===== src/rtl/hazard_scoreboard_pkg.sv =====
// Shared types for the hazard scoreboard and the pipeline registers that carry
// the same destination-tracking fields.
package hazard_scoreboard_pkg;

   localparam int REG_IDX_W = 4;

   typedef logic [REG_IDX_W-1:0] reg_idx_t;

   typedef struct packed {
      logic     valid;
      reg_idx_t dest;
      logic     load;
   } sb_slot_t;

   localparam sb_slot_t SB_BUBBLE = '0;

endpackage


===== src/rtl/hazard_scoreboard_slot_match.sv =====
// Combinational compare of one scoreboard slot against decode's source operands.
module sb_slot_match
   import hazard_scoreboard_pkg::*;
(
   input  sb_slot_t slot,
   input  reg_idx_t src1,
   input  reg_idx_t src2,
   input  logic     two_src,
   output logic     m1,
   output logic     m2
);

   // src1 is always a live operand; src2 only counts when decode says so.
   assign m1 = slot.valid & (slot.dest == src1);
   assign m2 = two_src & slot.valid & (slot.dest == src2);

endmodule


===== src/rtl/hazard_scoreboard.sv =====
// EXE/MEM write-tracking scoreboard that raises the decode stall and counts
// stalled cycles; WB is untracked because the register file writes mid-cycle.
module hazard_scoreboard
   import hazard_scoreboard_pkg::*;
#(
   parameter bit          FWD_EN = 1'b0,
   parameter int unsigned CNT_W  = 16
) (
   input  logic             clk,
   input  logic             rst,
   input  reg_idx_t         src1,
   input  reg_idx_t         src2,
   input  logic             Two_src,
   input  logic             id_wb_en,
   input  logic             id_mem_r_en,
   input  reg_idx_t         id_dest,
   input  logic             flush,
   input  logic             freeze,
   output logic             hazard,
   output logic             exe_busy,
   output logic             mem_busy,
   output logic [CNT_W-1:0] stall_cnt
);

   sb_slot_t s0;
   sb_slot_t s1;
   sb_slot_t s0_next;
   logic     s0_m1, s0_m2;
   logic     s1_m1, s1_m2;

   sb_slot_match u_match_exe (
      .slot    (s0),
      .src1    (src1),
      .src2    (src2),
      .two_src (Two_src),
      .m1      (s0_m1),
      .m2      (s0_m2)
   );

   sb_slot_match u_match_mem (
      .slot    (s1),
      .src1    (src1),
      .src2    (src2),
      .two_src (Two_src),
      .m1      (s1_m1),
      .m2      (s1_m2)
   );

   // With forwarding only a load still in EXE cannot be bypassed in time.
   always_comb begin
      hazard = 1'b0;
      if (FWD_EN)
         hazard = s0.load & (s0_m1 | s0_m2);
      else
         hazard = s0_m1 | s0_m2 | s1_m1 | s1_m2;
   end

   always_comb begin
      s0_next = SB_BUBBLE;
      if (!(hazard || flush))
         s0_next = '{valid: id_wb_en, dest: id_dest, load: id_mem_r_en};
   end

   always_ff @(posedge clk or posedge rst) begin
      if (rst) begin
         s0        <= SB_BUBBLE;
         s1        <= SB_BUBBLE;
         stall_cnt <= '0;
      end else if (!freeze) begin
         s1 <= s0;
         s0 <= s0_next;
         if (hazard && (stall_cnt != '1))
            stall_cnt <= stall_cnt + CNT_W'(1);
      end
   end

   assign exe_busy = s0.valid;
   assign mem_busy = s1.valid;

endmodule


===== config.mk =====
export PLATFORM = sky130hd
export DESIGN_NAME = hazard_scoreboard
export DESIGN_NICKNAME = d
export VERILOG_FILES = /design/src/rtl/hazard_scoreboard_pkg.sv /design/src/rtl/hazard_scoreboard_slot_match.sv /design/src/rtl/hazard_scoreboard.sv
export SDC_FILE = /design/constraint.sdc
export NUM_CORES = 1
export LEC_CHECK = 0
export ABC_AREA = 1
export CAP_MARGIN = 20
export CORE_ASPECT_RATIO = 1.75
export CORE_MARGIN = 3
export CORE_UTILIZATION = 26
export CTS_CLUSTER_SIZE = 40
export DETAILED_ROUTE_END_ITERATION = 12
export PLACE_DENSITY = 0.47
export SYNTH_ARGS = -nofsm -noshare
export SYNTH_HDL_FRONTEND = slang
export SYNTH_SLANG_ARGS = --single-unit
export TNS_END_PERCENT = 10

===== constraint.sdc =====
create_clock -name clk -period 2.86 [get_ports clk]
set_input_delay 0.429 -clock clk [delete_from_list [all_inputs] [get_ports clk]]
set_output_delay 0.429 -clock clk [all_outputs]
set_load 0.05 [all_outputs]

; Word level (Yosys, flattened, before mapping)
; Cells that the tools add are included.
[word_totals]
regBits = 26
latch_bits = 0
ramBits = 0
rom_bits = 0
input_bits = 19
out_inout_bits = 19
wordCells = 25
mem_count = 0
[op_classes]
addsub = 1
multipliers = 0
div = 0
order_cmp = 0
n_eq_ne = 5
shifts = 0
n_mux = 1
bitwise = 10
n_reduce_logical = 3
[op_table]
columns = operator, count
row1 = adder 16 x 1 -> 16 bit (second input constant), 1
row2 = equality test 4 bit, 4
row3 = != test 16 bit (second input constant), 1
row4 = bitwise AND 1 bit, 6
row5 = two-way mux 6 bit, 1
row6 = OR 1 bit, 3
row7 = AND reduction 2 bit, 1
row8 = logical AND 1 bit, 1
row9 = logical OR 1 bit, 1
row10 = inverter 1 bit, 1

; Depth between registers and ports, before layout
; Gate-level depths: netlist (run 1).
[logic_depth]
ltp_word = 7
ltp_mapped = 12
ltp_nobuf = 11

; Cells and area by module
; From an unflattened synthesis (run 1), not the netlist that was laid out.
[unflattened]
hier_cells = 279
hier_area_um2 = 1858.0
[by_module_without_submodules]
columns = module, instances, cells_each, area_each_um2, seq_area_each_um2
row1 = hazard_scoreboard, 1, 201, 1497.7, 700.7
row2 = sb_slot_match, 2, 39, 180.2, 0.0

; Worst setup path after synthesis (run 1)
; Ideal clock, no wire load.
[synth_path]
path_type = reg-to-reg
start = register stall_cnt[1]
end = register stall_cnt[4]
setup_time_ps = 120
arrival_ps = 1871
required_ps = 2740
setup_slack_ps = 869
path_stages_with_launch = 10
n_path_buf = 1
period_less_slack_ps = 1991
path_cell_list = dfrtp_1 > ha_1 > nand2_1 > nor2_1 > nand4_2 > nor2_4 > nand3_4 > buf_2 > nand4_1 > nand2_1
[synth_via]
elab_chain_cells = 3
word_cells_on_any_way = 4
cone_classes = add/sub: 1 / eq/ne: 1 / reduce/logical: 2
[synth_rtl]
columns = element, line_no
row1 = start: declaration, hazard_scoreboard.sv:22  ; output logic [CNT_W-1:0] stall_cnt
row2 = start signal: assignment, hazard_scoreboard.sv:73  ; stall_cnt <= stall_cnt + CNT_W'(1);
row3 = "parallel branches: the longest is 3 deep, another holds adder 16 x 1 -> 16 bit", --
; Several ways; the timed one is not identified.
; A chain may end at the register's enable or synchronous reset.

; Final worst setup path (run 1)
[layout_path]
start = input port src1[3]
end = output port hazard
[layout_via]
elab_chain_cells = 5
word_cells_on_any_way = 7
cone_classes = eq/ne: 2 / bitwise: 5
[layout_rtl]
columns = element, line_no
row1 = start: declaration, hazard_scoreboard.sv:11  ; input reg_idx_t src1,
row2 = equality test 4 bit, hazard_scoreboard_slot_match.sv:14  ; assign m1 = slot.valid & (slot.dest == src1);
row3 = bitwise AND 1 bit, hazard_scoreboard_slot_match.sv:14
row4 = OR 1 bit, hazard_scoreboard.sv:55  ; hazard = s0_m1 | s0_m2 | s1_m1 | s1_m2;
row5 = OR 1 bit (*) (2 in series), hazard_scoreboard.sv:55
row6 = end: declaration, hazard_scoreboard.sv:19  ; output logic hazard,
; Every way passes the cells marked *; elsewhere a longest branch is shown, timed or not.

==> out/summary.md, run 1 <==
The worst setup path is launched from a primary input. From synthesis to final layout, the design area changed by 31.70%. The run gives 0 as the remaining design rule violation count. The maximum buffer depth of the clock tree is 2. The post-synthesis cell type with the largest combined area is sky130_fd_sc_hd__dfrtp_1.

The sequential area share after synthesis is 38.07%, and the full die area is 7621 µm². The internal portion of the total power is 0.0006820 W. For the number of levels in the clock H-tree, the log shows 1. For the post-CTS repair timing setup buffer count, the log shows 0.

The run finished with clean final reports. The synthesized netlist contains 22 unique library cells. Count of max-cap constraint violations: 0. The run gives 0 as the final-report max-slew violation count. Along the worst path, the maximum fanout reaches 4. The final standard cell area without fillers is 2251 µm², and the total number of placement rows is 38.

The number of nets handed over by synthesis was 275. The global-route wire length before repair was 7617 µm; the fraction of power spent switching nets was 32.26%. The share of total power dissipated in combinational logic is 25.9%. After routing, the total negative slack on setup checks comes to 0 ps. The run gives 910 ps as the slack of the worst reg-to-reg path. Vertical die dimension: 113.3 µm. For this block, the initial DRC count from the detailed router was 70. Entering global routing, the biggest net connects 27 pins. The last weighted congestion value of the routability-driven placer came out at 0.7682. Of the cells placed in the final design, the portion with a size suffix greater than 1 is 5.119%. The tools report the post-detailed-placement cell area as 2180 µm².

Number of port buffers: 36. Of the total power, registers draw 42.8%. The total routing usage reported by global routing is 12.97%, and the overall routed net length is 4552 µm. The remaining number of nets flagged by the antenna check after routing is 0.

In this run the worst hold path is classified as in2async. Once routing completed, OpenROAD measured the worst setup slack at 611.3 ps. The total number of nets in the final design is 314, and the switching power summed over all nets is 0.0003248 W. For the final count of hold timing violations, the log shows 0. Number of hold-repair buffers added at the cts stage: 0. The placed wire-length estimate was 3438 µm. The clock transition at the register clock pins on the worst setup and hold paths after CTS was 100 ps.

The final worst clock skew is 2.574 ps. The logs give 716 for the total of fill cells in the finished design and 1820 ps for the data arrival time of the critical path. After floorplanning, the core was sized to cover 6276 µm². For this run, the top clock speed supported by timing is 444.7 MHz. STA classifies the critical path endpoint as a primary output.

Summed over all layers, the global routing overflow is 0. The tools report the maximum VDD drop as 0.0002325 V. The tools report the length of the first detailed-routing pass in iterations as 4. The logs give 0 for the total of warnings raised by yosys and 494.8 ps for the post-placement setup slack. The worst setup path is of the in2out kind. Ranked by total cell area, the synthesized netlist is headed by sky130_fd_sc_hd__dfrtp_1 (38%), sky130_fd_sc_hd__nand2_1 (25%), sky130_fd_sc_hd__inv_1 (6.1%).

The die extent in x was 67.29 µm; the ratio of routed vias to standard cells was 4.421. Cells fill 35.87% of the core in the end. The tools report the count of clock tree sinks as 26. TritonCTS built the clock tree. The clock network fraction of total power is 31.4%, and the mean post-synth cell area is 6.703 µm².

The final critical path takes up 78.62% of the cycle. In this run, post-CTS repair resized a total of 0 instances. The mapped netlist covers 1709 µm². Setup repair after global routing left no endpoint under its margin.

For the worst flop-to-flop path, the logic depth is 9. The endpoint required time on the critical path is 2430 ps, and the antenna diode instance count is 0. In this run the static leakage power is 1.121 nW. The number of clock buffers added by TritonCTS is 3. Once the floorplan was initialized, standard cells occupied 27.23% of the core. After synthesis the netlist holds a flip-flop and latch count of 26. Initial antenna violation count: 0.

The number of global-route vias before repair came out at 1,686. Power per standard cell area: 447.3 nW/µm². For the clock insertion delay at the later pin of the skew report, the log shows 280 ps. The count of pins on the block boundary was 38; the top cell type's share of synthesized area was 38.07%. The tools report the total via count after detailed routing as 1,649.

In the synthesized netlist, the number of instances is 255. In this run the clock root is driven by a sky130_fd_sc_hd__clkbuf_8. The endpoint identified for the worst register-to-register timing path is stall_cnt[10]$_DFFE_PP0P_.

Headroom to the max-slew limit came out at 66.49%. For the finished layout, the period the worst path requires is 2249 ps. At the pin with the least slew margin, the transition time is 501.0 ps. The detailed-route wire length per cell works out to 12.20 µm.

Setup violations remaining at the end of the flow were counted as 0. The startpoint of the worst register-to-register path is stall_cnt[0]$_DFFE_PP0P_.
-- cell families after synthesis --
| kind of cell | share of synthesized area [%] |
|---|---|
| AOI/OAI and AO/OA | 1.611 |
| adders and majority gates | 0.7319 |
| buffers and inverters | 8.345 |
| xor gates and xnor gates | 7.174 |
| and+or+nand+nor | 44.07 |
| DFF | 38.07 |
-- flip-flops by register name, indices dropped and copies added, names as in the netlist --
name       count
s0             4
stall_cnt     16
exe_busy       1
mem_busy       1
s1             4
-- area by class of cell --
class | instances | area, µm² | share of cell area (%)
Tap cell | 80 | 100.1 | 4.447
Timing Repair Buffer | 41 | 407.9 | 18.12
Clock inverter | 1 | 30.03 | 1.334
Clock buffer | 3 | 41.29 | 1.834
Multi-Input combinational cell | 194 | 915.9 | 40.69
Sequential cell | 26 | 650.6 | 28.90
Inverter | 28 | 105.1 | 4.669
-- power by group through the flow --
| stage | logic, W | registers (W) | clock network [W] |
|---|---|---|---|
| final | 0.000261 | 0.000431 | 0.000316 |
| after global routing | 0.000288 | 0.000438 | 0.000337 |
| after CTS | 0.000267 | 0.000431 | 0.000327 |
| after detailed placement | 0.000266 | 0.000439 | 0 |
| after global placement | 0.000265 | 0.000438 | 0 |
| after floorplan | 0.000106 | 0.000494 | 0 |
-- cells in the final DEF, fill, tap and decap left out, drive strengths merged --
master	n
inv	28
nand3b	1
bufinv	1
nor4	1
xor2	8
clkdlybuf4s50	35
nand3	11
xnor2	6
nor2	27
dfrtp	26
buf	6
o21ai	4
nand2	114
clkbuf	3
ha	1
a21boi	1
nor3	3
nand4	17
-- how the worst max path moves through the flow --
stage                                  start                   endpoint  slack (ps)
floorplan           stall_cnt[1]$_DFFE_PP0P_   stall_cnt[4]$_DFFE_PP0P_         870
global placement                     src1[0]          s0[3]$_DFFE_PP0N_         500
detailed placement                   src1[3]  stall_cnt[10]$_DFFE_PP0P_         490
CTS                                  src1[3]                     hazard         570
global route                         src2[1]                     hazard         470
finish                               src1[3]                     hazard         610
-- cell usage after synthesis --
cell type                  number
sky130_fd_sc_hd__buf_2          3
sky130_fd_sc_hd__nor3_1         3
sky130_fd_sc_hd__nand2_1      114
sky130_fd_sc_hd__nor4_1         1
sky130_fd_sc_hd__clkbuf_1       3
sky130_fd_sc_hd__a21boi_0       1
sky130_fd_sc_hd__ha_1           1
sky130_fd_sc_hd__nand3_1        9
sky130_fd_sc_hd__nand3_4        1
sky130_fd_sc_hd__nand3_2        1
sky130_fd_sc_hd__nor2_1        25
sky130_fd_sc_hd__nand4_1       16
sky130_fd_sc_hd__buf_6          1
sky130_fd_sc_hd__nand4_2        1
sky130_fd_sc_hd__nor2_4         1
sky130_fd_sc_hd__nand3b_1       1
sky130_fd_sc_hd__xor2_1         8
sky130_fd_sc_hd__xnor2_1        6
sky130_fd_sc_hd__inv_1         28
sky130_fd_sc_hd__nor2_2         1
sky130_fd_sc_hd__o21ai_0        4
sky130_fd_sc_hd__dfrtp_1       26
-- routing by layer --
metal	part of all wire [%]	GRT usage, %
met3	3.3	1.787
met5	0	0
met2	55	23.39
met4	2.0	5.691
met1	39	14.53
-- per-stage QoR --
| step | instances | hold WS, ps | power [W] |
|---|---|---|---|
| floorplan | 255 | 469.0 | 0.0005996 |
| global placement | 369 | 502.4 | 0.0007031 |
| detailed placement | 369 | 504.6 | 0.0007050 |
| CTS | 373 | 514.6 | 0.001026 |
| global route | 373 | 538.2 | 0.001063 |
| finish | 373 | 497.8 | 0.001007 |
-- critical path: stages --
cell and delay (ps):
sky130_fd_sc_hd__clkdlybuf4s50_1 500, sky130_fd_sc_hd__inv_1 60, sky130_fd_sc_hd__nand2_1 50, sky130_fd_sc_hd__nand2_1 50, sky130_fd_sc_hd__nor2_1 130, sky130_fd_sc_hd__nand2_1 70
sky130_fd_sc_hd__nand2_1 60, sky130_fd_sc_hd__nand2_1 50, sky130_fd_sc_hd__nand2_1 230, sky130_fd_sc_hd__buf_12 180
No activity file was read; power rests on OpenSTA's default activity.
==> inputs of run 2 (changes only) <==
PLACE_DENSITY = 0.48   (was 0.47)
clock period = 2 ns   (was 2.86 ns; I/O delays follow)
==> run 2 against run 1 <==
Compared with the run above: routed wire length rose by 4.2%; first-iteration DRC count fell by 39%; clock skew rose by 1.6 ps; hold slack worse by 120 ps; global-route usage grew 0.25 points; register-to-register slack worse by 670 ps; critical path depth decreased by 9; cell count is 2.7% higher; via count rose by 1.9%; die area stayed put; clock-buffer cell count is 1 higher.
==> out/summary.md, run 2 (synthesis results as in run 1) <==
The flip-flop count of the largest register, all copies and words added was 16 (unchanged); the antenna diode instance count was 0 (unchanged). The register name with the most flops is stall_cnt. For the total of fill cells in the finished design, the log shows 713 (-0.42%). The largest registers in the layout are stall_cnt (16), s0 (4), s1 (4).

The worst setup margin is 92.99 ps (-518.3 ps). The kind of cell with the highest combined delay along the critical path is buffers and inverters. The tightest min-delay check is of the in2async type. The die extent in x came out at 67.29 µm (unchanged). The power per standard cell area was 578.6 nW/µm² (+29%). The final worst clock skew is 4.222 ps (+1.648 ps), and the overall overflow remaining after global route is 0 (unchanged). The sequential cell area was 650.6 µm² (unchanged). The library cell used most frequently in the layout, excluding fill and tap cells, is sky130_fd_sc_hd__nand2_1. The remaining design rule violation count was 0 (unchanged); the initial antenna violation count was 0 (unchanged). The tools report the worst relative slew slack as 64.89% (-1.6 points). The flow ran to the end, and the final reports show no timing, DRC or antenna violations. The clock insertion delay at the later pin of the skew report is 270 ps (about the same), and the data arrival time of the critical path is 1610 ps (-210 ps).

The global-route wire length before repair was 7728 µm (+1.5%). The clock root buffer was sky130_fd_sc_hd__clkbuf_8. The total number of placement rows was 38 (unchanged). The final-report max-slew violation count was 0 (unchanged). For the maximum VDD drop, the log shows 0.0002380 V (+2.4%). Endpoint required time on the critical path: 1700 ps (-730 ps). Path type of the worst setup path: reg2out. The last weighted congestion value of the routability-driven placer was 0.7916 (+3.0%); the number of levels in the clock H-tree was 1 (unchanged). The count of max-cap constraint violations was 0 (unchanged); the full die area was 7621 µm² (unchanged). The overall routed net length was 4742 µm (+4.2%).

The logs give 930.9 µm² (+1.6%) for the area of the multi-input gates and 38 (unchanged) for the count of pins on the block boundary. The run gives 383 (+2.7%) as the final non-filler cell total. The cell total after placement came out at 378 (+2.4%).

The run gives 3632 µm (+5.6%) as the placed wire-length estimate. Setup repair after global routing left no endpoint under its margin. The slew at the pin with the worst max-slew slack is 525.0 ps (+24.01 ps). The run gives 1,681 (+1.9%) as the total via count after detailed routing. The worst setup path is captured at a primary output.

The maximum buffer depth of the clock tree came out at 2 (unchanged). The pin count of the biggest net entering global routing was 27 (unchanged); the total number of nets in the final design was 324 (+3.2%). Worst-path cell with the longest stage delay: sky130_fd_sc_hd__clkdlybuf4s50_1. Category of the worst setup path launch point: a register. The logs give 27.23% (unchanged) for the initial cell density of the core and 0 (unchanged) for the final number of setup-violating endpoints.

For the number of buffers inserted during clock tree synthesis, the log shows 3 (unchanged). TritonCTS built the clock tree. The worst path uses 95.35% of the clock period. The fraction of layout instances using a drive strength above 1 came out at 10.56% (+5.4 points). The vertical die dimension was 113.3 µm (unchanged); the total routing usage reported by global routing was 13.22% (+0.25 points). Compared with the post-synthesis result, the final layout area differs by 37.12%. The number of port buffers is 36 (unchanged), and the leakage power total is 1.230 nW (+9.7%). Leaving out fill and tap cells, the most frequent cells in the layout are sky130_fd_sc_hd__nand2_1 (113), sky130_fd_sc_hd__inv_1 (28), sky130_fd_sc_hd__clkdlybuf4s50_1 (27). For the standard cell core area, the log shows 6276 µm² (unchanged).

The final count of hold timing violations is 0 (unchanged). The worst register-to-register path ends at stall_cnt[2]$_DFFE_PP0P_. The post-placement setup slack was -122.5 ps (-617.3 ps); the maximum net fanout on the critical path was 6 (+2). Walking the worst path, the cells encountered are clkdlybuf4s50_1.

The length in cells of the worst reg-to-reg path works out to 9 (unchanged). The initial detailed-routing violation count came out at 43 (-39%). The number of global-route vias before repair is 1,714 (+1.7%). The maximum achievable frequency was 524.4 MHz. The startpoint of the worst register-to-register path is stall_cnt[0]$_DFFE_PP0P_. Detailed-route wire length per cell: 12.38 µm (+1.5%). The clock transition at the register clock pins on the worst setup and hold paths after CTS is 100 ps (about the same). The remaining number of nets flagged by the antenna check after routing was 0 (unchanged).

Counting I/O delays and the setup requirement, the final critical path takes 1907 ps. The delay of the slowest cell on the worst path was 850 ps (+350 ps). The ratio of routed vias to standard cells was 4.389 (-0.72%); the count of clock tree sinks was 26 (unchanged). The slack of the worst reg-to-reg path was 240 ps (-670 ps); the instance count on the critical path was 1 (-9).

The critical path buffer and inverter count works out to 1 (-2). The length of the first detailed-routing pass in iterations came out at 4 (unchanged).
[run 2: cell count changes in the layout (fill, tap and decap cells not counted), moves of 5 or more]
cell	previous run	this run
sky130_fd_sc_hd__buf_4	5	15
sky130_fd_sc_hd__clkdlybuf4s50_1	35	27
sky130_fd_sc_hd__dlymetal6s2s_1	0	7
sky130_fd_sc_hd__nor2_1	25	20
sky130_fd_sc_hd__nor2_2	1	6
[run 2: area by class of cell]
class                   count  share of cell area [%]
repair buffers             51                   21.41
clock buffers               4                   2.349
well taps                  80                   4.271
inverters                  28                   4.485
flip-flops and latches     26                   27.76
multi-input cells         194                   39.72
[run 2: layer usage]
metal,vias up,GRT usage (%),routed length [µm]
li1,885,-,-
met1,772,14.14,1814
met2,22,25.56,2763
met3,2,1.291,125
met4,0,4.472,39
met5,-,0,0
[run 2: per-stage QoR]
| step | util (%) | TNS [ps] | area [µm²] | hold WS, ps | power, W |
|---|---|---|---|---|---|
| 6_report | 37.34 | 0 | 2344 | 382.4 | 0.001356 |
| 3_3_place_gp | 35.77 | -576.3 | 2245 | 503.2 | 0.001011 |
| 5_1_grt | 37.34 | 0 | 2344 | 404.7 | 0.001445 |
| 2_1_floorplan | - | 0 | 1709 | 340.0 | 0.0008575 |
| 4_1_cts | 36.90 | 0 | 2316 | 394.3 | 0.001378 |
| 3_5_place_dp | 35.77 | -668.3 | 2245 | 509.1 | 0.001014 |
[run 2: where the power goes]
| group | leakage (nW) | switching [W] | internal (W) | total [W] |
|---|---|---|---|---|
| Combinational | 0.849 | 0.000242 | 0.000149 | 0.000391 |
| Sequential | 0.352 | 0.0000471 | 0.000566 | 0.000613 |
| Clock | 0.0288 | 0.000175 | 0.000176 | 0.000351 |
| Total | 1.23 | 0.000464 | 0.000892 | 0.00136 |
[run 2: worst max path at each step]
| stage | start | end | slack (ps) |
|---|---|---|---|
| after CTS | src1[3] | hazard | 30 |
| after floorplan | stall_cnt[1]$_DFFE_PP0P_ | stall_cnt[4]$_DFFE_PP0P_ | 9 |
| after global routing | stall_cnt[4]$_DFFE_PP0P_ | stall_cnt[4] | 3 |
| after detailed placement | src1[2] | s0[1]$_DFFE_PP0N_ | -120 |
| final | stall_cnt[4]$_DFFE_PP0P_ | stall_cnt[4] | 90 |
| after global placement | src1[0] | s0[1]$_DFFE_PP0N_ | -100 |
[run 2: timing repair]
action | CTS | global route
pin swaps | 1 | 3
hold buffers | 0 | 0
buffers inserted | 1 | 0
setup endpoints to repair | 1 | 6
gates resized for setup | 3 | 12
==> variant 1 (flow settings as in run 2) <==
Change the parameter `FWD_EN` from 1'b0 to 1'b1.
--- a/src/rtl/hazard_scoreboard.sv
+++ b/src/rtl/hazard_scoreboard.sv
@@ -3,7 +3,7 @@
 module hazard_scoreboard
    import hazard_scoreboard_pkg::*;
 #(
-   parameter bit          FWD_EN = 1'b0,
+   parameter bit          FWD_EN = 1'b1,
    parameter int unsigned CNT_W  = 16
 ) (
    input  logic             clk,
Formal check against the unedited RTL: not equivalent (Yosys sat finds a counterexample within 4 cycles, from zero or initial values and one cycle with rst high).
==> variant 1 against run 2 <==
Register-to-register slack barely moved. Sequential cell count fell by 3. Area after synthesis fell by 8.1%. Worst setup slack improved by 5.5 ps. Die area fell by 7.5%. Design area fell by 9.9%. Hold slack got worse by 11 ps. Non-clock buffer count fell by 6. Wire length fell by 7.7%. Fmax rose by 0.29%. Synthesized cell count fell by 11%. Global-route usage rose by 0.097 points. Critical endpoint is now stall_cnt[2].
Power is not compared: it rests on default switching activity, and its combinational part moved more than twofold at a synthesized area within 25%.
==> variant 1: results (changes against run 2) <==
#FFs+latches synth 23 (was 26); GP Congestion 0.821 (was 0.792); vias per inst 4.50 (was 4.39); R2R depth 8 (was 9); post_cts resized 0 (was 3); placed cell count 344 (was 378); Non-Clock Inverter Count 26 (was 28); largest net degree at the start of global routing 24 (was 27); clock share of power a little under a third; Buffers excl. clock 45 (was 51); Worst Path Max Fanout 6 (unchanged); comb_multi_in 174 (was 194); Most used DFF post-synth dfrtp_1 (unchanged); area of the multi-input gates 856 µm² (was 931 µm²); Syn Nets 248 (was 275); initial DRC count 38 (was 43); global-route wire length before repair 7370 µm (was 7730 µm); biggest registers after layout stall_cnt (16), s0 (5) (was stall_cnt (16), s0 (4), s1 (4)); syn avg cell area 6.89 µm² (was 6.70 µm²); Setup Skew 2.83 ps (was 4.22 ps); critical path capture point stall_cnt[2] (was stall_cnt[4]); # clk buffers 3 (was 4); PortBufs 37 (was 36); final net count 293 (was 324); PnR worst setup slack 98.4 ps (was 93.0 ps); Post-CTS Repair Setup Buffers 0 (was 1); Reg-to-Reg Start stall_cnt[0] (unchanged); # fillers 635 (was 713); total global-route track usage 13.3% (was 13.2%); detailed-route via count 1566 (was 1681); Final HPWL DP 3310 µm (was 3630 µm); top cells by count, synth 97 x nand2_1, 24 x nor2_1, 23 x dfrtp_1 (was 114 x nand2_1, 28 x inv_1, 26 x dfrtp_1); Seq/Total Area, Yosys 36.6% (was 38.1%); Worst Tran Pin Value 499 ps (was 525 ps); count of different cell masters after synthesis 27 (was 22); ranking of synthesized cells by area dfrtp_1 37%, nand2_1 23%, nand4_1 7.2% (was dfrtp_1 38%, nand2_1 25%, inv_1 6.1%); wire per inst 12.6 µm (was 12.4 µm); worst slack at placement 96.4 ps (was -123 ps); R2R Setup Slk 240 ps (about the same); share of cells above drive strength 1 9.93% (was 10.6%); clock network area share 2.31% (was 2.35%); WHS 372 ps (was 382 ps); r2r endpoint stall_cnt[4] (was stall_cnt[2]); first element of the critical path stall_cnt[2] (was stall_cnt[4]); non-clock buffer share of cell area 20.7% (was 21.4%); status finished clean (unchanged)
-- variant 1: worst min-delay path: cells and delay by family --
family                 cells  cell delay, ps
buffers and inverters      3             740
-- variant 1: per-stage QoR --
stage	area, µm²	total power, mW
after floorplan	1570	0.602
after global placement	2060	0.683
after detailed placement	2060	0.683
after CTS	2110	0.998
after global routing	2110	1.03
final	2110	0.973
-- variant 1: per-layer routing --
| layer | vias up | wire length [µm] | global-route usage, % |
|---|---|---|---|
| met3 | 4 | 160 | 1.65 |
| met4 | 0 | 59 | 4.84 |
| met2 | 34 | 2420 | 25.9 |
| li1 | 803 | - | - |
| met5 | - | 0 | 0 |
| met1 | 725 | 1740 | 14.3 |
-- variant 1: logic make-up (layout without fill, tap and decap cells) --
kind of cell	count (synthesis)	after routing	synth area share [%]
DFF	23	23	36.6
xor gates and xnor gates	11	11	6.13
AOI/OAI and AO/OA	2	2	1.35
buffers and inverters	31	75	8.92
and+or+nand+nor	160	160	46.2
adders and majority gates	1	1	0.796
==> variant 2 (config.mk and constraints of run 2) <==
Made on the original files. Put one more register stage on the output `stall_cnt`. The value now appears one clock later. The other outputs are not delayed to match.
--- a/src/rtl/hazard_scoreboard.sv
+++ b/src/rtl/hazard_scoreboard.sv
@@ -21,6 +21,8 @@
    output logic             mem_busy,
    output logic [CNT_W-1:0] stall_cnt
 );
+
+   logic [CNT_W-1:0] stall_cnt_s0;
 
    sb_slot_t s0;
    sb_slot_t s1;
@@ -65,17 +67,21 @@
       if (rst) begin
          s0        <= SB_BUBBLE;
          s1        <= SB_BUBBLE;
-         stall_cnt <= '0;
+         stall_cnt_s0 <= '0;
       end else if (!freeze) begin
          s1 <= s0;
          s0 <= s0_next;
-         if (hazard && (stall_cnt != '1))
-            stall_cnt <= stall_cnt + CNT_W'(1);
+         if (hazard && (stall_cnt_s0 != '1))
+            stall_cnt_s0 <= stall_cnt_s0 + CNT_W'(1);
       end
    end
 
    assign exe_busy = s0.valid;
    assign mem_busy = s1.valid;
 
+   always_ff @(posedge clk) begin
+      stall_cnt <= stall_cnt_s0;
+   end
+
 endmodule
 
Formal check against the unedited RTL: not equivalent (a bounded check fails within 4 cycles, from zero or initial values and one cycle with rst high).
==> variant 2 against run 2 <==
Largest cell class is now flip-flops and latches. Area after synthesis rose by 20%. Wire length rose by 3.3%. Via count rose by 9.5%. First-iteration DRC count rose by 79%. Design area rose by 19%. Highest routed layer unchanged. Worst setup slack got worse by 5.2 ps. Non-clock buffer count fell by 3. Critical path depth rose by 10. Critical path type is now in -> out. Power rose by 65%. Sequential cell count rose by 16.
==> variant 2: results (changes against run 2) <==
status finished clean (unchanged); critical path capture point hazard (was stall_cnt[4]); Max-Slew Margin vs Limit 66.4% (was 64.9%); WHS 384 ps (was 382 ps); crit path time final 1910 ps (about the same); register area 971 µm² (was 651 µm²); met1 Usage GRT 11.2% (was 14.1%); top cells by count, synth 115 x nand2_1, 28 x nor2_1, 26 x dfrtp_1 (was 114 x nand2_1, 28 x inv_1, 26 x dfrtp_1); initial DRC count 77 (was 43); Buffers excl. clock 48 (was 51); total CTS buffers 5 (was 3); Area Growth Syn to Fin 35.7% (was 37.1%); R2R Setup Slk 270 ps (was 240 ps); share of cells above drive strength 1 11.1% (was 10.6%); Leak 1.39 nW (was 1.23 nW); # fillers 790 (was 713); # clk buffers 7 (was 4); dpl cell area 2590 µm² (was 2240 µm²); Switching Fraction 26.4% (was 34.2%); met3 Track Usage GR 2.91% (was 1.29%); worst slack at placement -39.2 ps (was -123 ps); multi-input combinational area share 33.4% (was 39.7%); Seq Cell Count 42 (was 26); final net count 343 (was 324); Seq/Total Area, Yosys 47.3% (was 38.1%); Synth Instances 276 (was 255); worst vdd ir 493 µV (was 238 µV); non-clock buffer share of cell area 17.9% (was 21.4%)
variant 2: changes by cell type after synthesis, sizes merged, moves of 2 or more:
cell	run 2	this run
buf	4	6
dfxtp	0	16
nand2	114	116
nand3	11	9
nor2	27	29
nor3	3	1
o21ai	4	8
variant 2: cells by family after synthesis:
family / synth area share, %
compound gates: 1.95
xor+xnor: 5.54
flops: 47.3
buf+inv: 7.86
simple gates: 36.8
fa+ha+maj: 0.609
variant 2: worst max-delay path: stages:
cell and delay [ps]:
clkdlybuf4s50_1 510, inv_1 70, nand2_1 50, nand2_1 40, nor2_1 120, nand3_1 90, nand2_1 80, inv_2 40
nand2_2 70, buf_12 120, buf_12 130
variant 2: repair_timing:
action,4_1_cts,5_1_grt
gates cloned,0,0
endpoints found under the setup margin,1,1
pin swaps,0,1
resized for setup,1,11
buffers inserted,0,2
variant 2: layer usage:
metal / routed length, µm / share of wire, %
met2: 2740 / 56
met5: 0 / 0
met4: 121 / 2.5
met3: 248 / 5.1
met1: 1790 / 36
